### src/rtl/pc_pkg.sv
// Shared next-PC selector definitions: PCSource encodings and default sizing.
package pc_pkg;

    localparam int unsigned PC_WIDTH = 32;
    localparam logic [31:0] PC_RESET_VECTOR = 32'h0000_0000;

    typedef enum logic [1:0] {
        PCSRC_SEQ    = 2'd0,
        PCSRC_BRANCH = 2'd1,
        PCSRC_JUMP   = 2'd2,
        PCSRC_REG    = 2'd3
    } pc_src_e;

endpackage

### src/rtl/mx_pc_source_if.sv
// Bus bundle between the PC control logic (master) and the next-PC selector (slave).
interface mx_pc_source_if #(
    parameter int unsigned WIDTH = pc_pkg::PC_WIDTH
);
    logic [1:0]       PCSource;
    logic [WIDTH-1:0] in0;
    logic [WIDTH-1:0] in1;
    logic [WIDTH-1:0] in2;
    logic [WIDTH-1:0] in3;
    logic [WIDTH-1:0] out;
    logic [WIDTH-1:0] out_q;
    logic [1:0]       sel_q;
    logic             misaligned;

    modport master (
        output PCSource, in0, in1, in2, in3,
        input  out, out_q, sel_q, misaligned
    );

    modport slave (
        input  PCSource, in0, in1, in2, in3,
        output out, out_q, sel_q, misaligned
    );
endinterface

### src/rtl/mx_pc_source_mux4.sv
// Generic 4:1 WIDTH-bit combinational selector; also reused by ALU-source and write-back muxes.
module mx_pc_source_mux4
    import pc_pkg::*;
#(
    parameter int unsigned WIDTH = PC_WIDTH
) (
    input  logic [1:0]       sel,
    input  logic [WIDTH-1:0] d0,
    input  logic [WIDTH-1:0] d1,
    input  logic [WIDTH-1:0] d2,
    input  logic [WIDTH-1:0] d3,
    output logic [WIDTH-1:0] y
);

    // An unknown select in simulation falls to the default arm and passes d0.
    always_comb begin
        y = d0;
        case (sel)
            PCSRC_BRANCH: y = d1;
            PCSRC_JUMP:   y = d2;
            PCSRC_REG:    y = d3;
            default:      y = d0;
        endcase
    end

endmodule

### src/rtl/mx_pc_source.sv
// Next-PC source selector: combinational 4:1 mux, registered debug copy and misalignment flag.
module mx_pc_source
    import pc_pkg::*;
#(
    parameter int unsigned      WIDTH        = PC_WIDTH,
    parameter logic [WIDTH-1:0] RESET_VECTOR = PC_RESET_VECTOR
) (
    input  logic          clk,
    input  logic          rst,
    mx_pc_source_if.slave pc
);

    logic [WIDTH-1:0] out_next;
    logic [WIDTH-1:0] out_q_reg;
    logic [1:0]       sel_q_reg;

    mx_pc_source_mux4 #(
        .WIDTH (WIDTH)
    ) u_mux (
        .sel (pc.PCSource),
        .d0  (pc.in0),
        .d1  (pc.in1),
        .d2  (pc.in2),
        .d3  (pc.in3),
        .y   (out_next)
    );

    always_ff @(posedge clk) begin
        if (rst) begin
            out_q_reg <= RESET_VECTOR;
            sel_q_reg <= PCSRC_SEQ;
        end else begin
            out_q_reg <= out_next;
            sel_q_reg <= pc.PCSource;
        end
    end

    // Only the low two bits matter for word alignment; reset deliberately not involved.
    assign pc.out        = out_next;
    assign pc.misaligned = out_next[1] | out_next[0];
    assign pc.out_q      = out_q_reg;
    assign pc.sel_q      = sel_q_reg;

endmodule

### src/flat_wrapper.sv
// flat-port wrapper written by rule: the top's interface ports become plain ports
module mx_pc_source_flat import pc_pkg::*;
#(
    parameter int unsigned      WIDTH        = PC_WIDTH,
    parameter logic [WIDTH-1:0] RESET_VECTOR = PC_RESET_VECTOR
)
  (clk, rst, pc_PCSource, pc_in0, pc_in1, pc_in2, pc_in3, pc_out, pc_out_q, pc_sel_q, pc_misaligned);
  mx_pc_source_if #(.WIDTH(WIDTH)) pc_i ();
  input  logic clk;
  input  logic rst;
  input wire logic [$bits(pc_i.PCSource)-1:0] pc_PCSource;
  input wire logic [$bits(pc_i.in0)-1:0] pc_in0;
  input wire logic [$bits(pc_i.in1)-1:0] pc_in1;
  input wire logic [$bits(pc_i.in2)-1:0] pc_in2;
  input wire logic [$bits(pc_i.in3)-1:0] pc_in3;
  output wire logic [$bits(pc_i.out)-1:0] pc_out;
  output wire logic [$bits(pc_i.out_q)-1:0] pc_out_q;
  output wire logic [$bits(pc_i.sel_q)-1:0] pc_sel_q;
  output wire logic [$bits(pc_i.misaligned)-1:0] pc_misaligned;
  assign pc_i.PCSource = pc_PCSource;
  assign pc_i.in0 = pc_in0;
  assign pc_i.in1 = pc_in1;
  assign pc_i.in2 = pc_in2;
  assign pc_i.in3 = pc_in3;
  assign pc_out = pc_i.out;
  assign pc_out_q = pc_i.out_q;
  assign pc_sel_q = pc_i.sel_q;
  assign pc_misaligned = pc_i.misaligned;
  mx_pc_source #(.WIDTH(WIDTH), .RESET_VECTOR(RESET_VECTOR)) u_core (.clk(clk), .rst(rst), .pc(pc_i));
endmodule
### config.mk
export PLATFORM = sky130hd
export DESIGN_NAME = mx_pc_source_flat
export DESIGN_NICKNAME = d
export VERILOG_FILES = /design/src/rtl/pc_pkg.sv /design/src/rtl/mx_pc_source_if.sv /design/src/rtl/mx_pc_source_mux4.sv /design/src/rtl/mx_pc_source.sv /design/src/flat_wrapper.sv
export SDC_FILE = /design/constraint.sdc
export NUM_CORES = 1
export LEC_CHECK = 0
export CELL_PAD_IN_SITES_DETAIL_PLACEMENT = 0
export CELL_PAD_IN_SITES_GLOBAL_PLACEMENT = 2
export CORE_MARGIN = 4
export CORE_UTILIZATION = 12
export CTS_CLUSTER_DIAMETER = 40
export DETAILED_ROUTE_END_ITERATION = 10
export GPL_TIMING_DRIVEN = 0
export PLACE_DENSITY_LB_ADDON = 0.1
export SLEW_MARGIN = 20
export SYNTH_ARGS = -nofsm -noshare
export SYNTH_HDL_FRONTEND = slang
export SYNTH_SLANG_ARGS = --single-unit
export TNS_END_PERCENT = 20
### constraint.sdc
create_clock -name clk -period 1.5 [get_ports clk]
set_clock_uncertainty 0.2 [all_clocks]
set_input_delay 0.3 -clock clk [delete_from_list [all_inputs] [get_ports clk]]
set_output_delay 0.3 -clock clk [all_outputs]
set_load 0.02 [all_outputs]
# == Word-level counts from Yosys, hierarchy flattened ==
# Index checks and enable logic that the tools add are counted.
# Widths: inputs -> output; s select.
# classes
bitwise_logic,1
muxes,1
n_eq_ne,3
# op_table
cell,n
$pmux 32 s3,1
$eq 2x2->1 const B,2
$eq 2x1->1 const B,1
$or 1x1->1,1
# totals
wordCells,7
input_bits,132
ff_bits,34
out_inout_bits,67

# == Logic depth before layout (Yosys ltp) ==
# logic_depth
word_depth,3
depth_mapped,4
mapped_depth_nobuf,2

# == By module ==
# Synthesis repeated with hierarchy kept, for this count alone.
# hier_totals
hier_cells,111
hier_area_um2,1757.9
# by_module_without_submodules
mod,n_inst,seq_area_each_um2,cells_each,area_each_um2
mx_pc_source,1,680.7,72,943.4
mx_pc_source_mux4,1,0.0,39,814.5

# == Worst setup path before layout ==
# No wires, ideal clock.
# synth_timing
kind,input to output
from,input pc_PCSource[0]
to,output pc_misaligned
slack_ps,-328
path_buffers,1
stages,3
arrival_ps,1328
required_ps,1000
cell_sequence,buf_6 -> mux4_2 -> or2_1
# synth_via
elab_chain_len,3
word_cells_on_any_way,5
classes_between,eq/ne (3); mux (1); bitwise (1)
# synth_rtl
item,line,source
from (decl),flat_wrapper.sv:11,input wire logic [$bits(pc_i.PCSource)-1:0] pc_PCSource;
$eq 2x2->1 / $eq 2x1->1 (equally long branches),mx_pc_source_mux4.sv:18,case (sel)
$pmux 32 s3 (*),mx_pc_source_mux4.sv:18,
via pc_out[1],flat_wrapper.sv:16,output wire logic [$bits(pc_i.out)-1:0] pc_out;
$or 1x1->1 (*),mx_pc_source.sv:40,assign pc.misaligned = out_next[1] | out_next[0];
to (decl),flat_wrapper.sv:19,output wire logic [$bits(pc_i.misaligned)-1:0] pc_misaligned;
# Mark *: on every way through the listed nets, which the timed path passes. The rest lies on a longest branch.

# == Final worst setup path ==
# layout_timing
from,input pc_PCSource[0]
to,output pc_misaligned
# layout_via
elab_chain_len,3
word_cells_on_any_way,5
classes_between,eq/ne (3); mux (1); bitwise (1)
# layout_rtl
item,line
$eq 2x2->1 / $eq 2x1->1 (equally long branches),mx_pc_source_mux4.sv:18
$pmux 32 s3 (*),mx_pc_source_mux4.sv:18
$or 1x1->1 (*),mx_pc_source.sv:40
# Mark *: on every way between the ends. The rest lies on a longest branch, timed or not.

==> summary.txt <==
Status
  – Outcome: complete, but fails checks
  – Failing checks: setup timing

Floorplan
  – DIE HEIGHT: 127 um
  – Ports: approximately 200
  – Core area: roughly 0.014 mm^2
  – Site Rows: 43
  – DIE WIDTH: between 100 and 150 um
  – Die Area: 0.0161 mm^2
  – Starting Density: 0.122

Global routing
  – Initial antenna violation count: 1
  – GR Overflow Total: 0
  – First-pass GRT wire length: roughly 12 mm
  – Vias in the first global route: ~2.2k
  – Global Route Usage Sum: 0.100
  – Pin count of the biggest net entering global routing: 11

Worst setup path
  – WP data required: 1.00 ns
  – Worst path bufs/invs: 2
  – Worst path cell trace: buf_12 > mux4_2 > or2_4 > buf_6
  – CP Data Arrival Time: roughly 1.3 ns
  – Crit-path slowest cell: mux4_2
  – Crit path capture type: output port
  – Crit Path Max Fanout: 6
  – CP peak stage delay: between 0.5 and 0.6 ns
  – Startpoint Class: primary input
  – Largest delay share family, worst path: multiplexers
  – WS Path Type: in -> out

Drt
  – Drt initial violations: 24
  – Drc violations: 0
  – WL/cell: around 16 um
  – Detail Route Antenna Nets: 0
  – Total wire length: ~8 mm
  – Via count: about 1.9k
  – Via-to-Cell Ratio: between 3 and 4
  – Drt pass-1 iters: 4

Synthesis
  – Cell taking the most area after synthesis: mux4_2
  – Post-synth net total: 244
  – #FFs+latches synth: 34
  – Cell Area, Synth: about 0.0017 mm^2
  – Yosys Warn Count: 0
  – Cell count after synthesis: between 100 and 150
  – Netlist cell types: 7
  – Post-synthesis sequential area ratio: 0.401
  – Syn_area_per_cell: roughly 15 um^2
  – Synth area leaders: mux4_2 43%, dfxtp_1 40%, nor2b_1 13%
  – Top-area cell type share of the netlist area: 0.425

Placement
  – Post-Place Cells: 488
  – Placed wire-length estimate: approximately 6.7 mm
  – Dpl ws: -1.00 ns
  – PortBufs: 196
  – Routability Congestion: around 0.7

Cells and area
  – NumNets Final: 462
  – Max FFs per register: 32
  – Most frequent cells in the layout: 150 x dlygate4sd2_1, 34 x nor2b_1, 34 x dfxtp_1
  – Filler instances: about 1.5k
  – Post-Layout Cell Count: 511
  – Commonest non-fill, non-tap cell in the layout: dlygate4sd2_1
  – Area grow syn2layout: 137%
  – Share of cells above drive strength 1: 0.306

Pwr
  – Worst vdd ir: 0.325 mV
  – Power Total: 3.10 mW
  – Leakage: approximately 1.9 nW
  – Pwr dens: 772 mW/mm^2

CTS
  – H-tree Lvls: 2
  – Root Driver: clkbuf_16
  – CTS tree: built
  – Hold-fix buffer count after cts: 0
  – Num CTS Buffers: 5
  – Maximum clock path buffer count: 2
  – Clock transition at path regs: around 0.050 ns
  – TritonCTS Sinks: 34

STA
  – Final period utilization: 1.22
  – Tmin final: around 1.8 ns
  – RSZ-0062 raised after global routing: true
  – Slew Viols, Final: 0
  – Final hold slack: 0.237 ns
  – Achievable clock frequency: 546 MHz
  – Min setup slack post-route: -0.332 ns
  – Slew headroom: 0.754
  – Least-Margin Pin Slew: approximately 0.37 ns
  – Hold Vio Cnt, Final: 0
  – Final setup violation count: 35

Worst hold path
  – Min-Delay Path Class: in -> reg

Run
  – Max-cap violations: 0
-- cells in the mapped netlist --
| cell type | count |
|---|---|
| mux4_2 | 32 |
| clkbuf_1 | 4 |
| nor2b_1 | 34 |
| buf_6 | 4 |
| or2_1 | 1 |
| dfxtp_1 | 34 |
| buf_2 | 3 |
-- through the flow --
| step | area [um^2] | util | TNS (ns) |
|---|---|---|---|
| after global routing | 4010 | 0.289 | -10.56 |
| after global placement | 3890 | 0.281 | -44.93 |
| after detailed placement | 3890 | 0.281 | -45.12 |
| after CTS | 3970 | 0.286 | -9.71 |
| final | 4010 | 0.289 | -8.80 |
| after floorplan | 1710 | - | -8.02 |
-- repair_timing --
| item | in CTS | in global routing |
|---|---|---|
| gates cloned | 0 | 0 |
| pin swaps | 1 | 0 |
| resized for setup | 368 | 12 |
| setup buffers | 13 | 2 |
| endpoints found under the setup margin | 101 | 62 |
-- worst paths after layout --
kind  cells after the start  slack (ns)                  end           start
min                       2        0.24  u_core.pc.out_q[29]             rst
max                       4       -0.33        pc_misaligned  pc_PCSource[0]
-- area by class of cell --
class                           instances  area (um^2)  share of cell area
Sequential cell                        34          681               0.170
Antenna cell                            1         2.50            0.000624
Clock buffer                            7          133              0.0331
Multi-Input combinational cell         67          942               0.235
Timing Repair Buffer                  211         1920               0.478
Tap cell                              180          225              0.0561
Buffer                                 11          111              0.0278
-- kinds of logic (layout without fill, tap and decap cells) --
group,Yosys count,after routing,synth area share
other cells,0,1,0
simple gates,35,35,0.129
buf+inv,11,229,0.0443
mux,32,32,0.425
flops,34,34,0.401
-- report_power, final --
group,internal (mW),switching (mW),leakage (nW)
sequential,0.975,0.0137,0.283
clock,0.607,0.364,0.0640
combinational,0.648,0.488,1.56
-- routing by layer --
| metal | up-vias | global-route usage | part of all wire |
|---|---|---|---|
| li1 | 863 | - | - |
| met1 | 870 | 0.117 | 0.40 |
| met2 | 132 | 0.160 | 0.47 |
| met3 | 8 | 0.0472 | 0.11 |
| met4 | 0 | 0.0360 | 0.015 |
| met5 | - | 0 | 0 |
No activity file was read; power rests on OpenSTA's default activity.
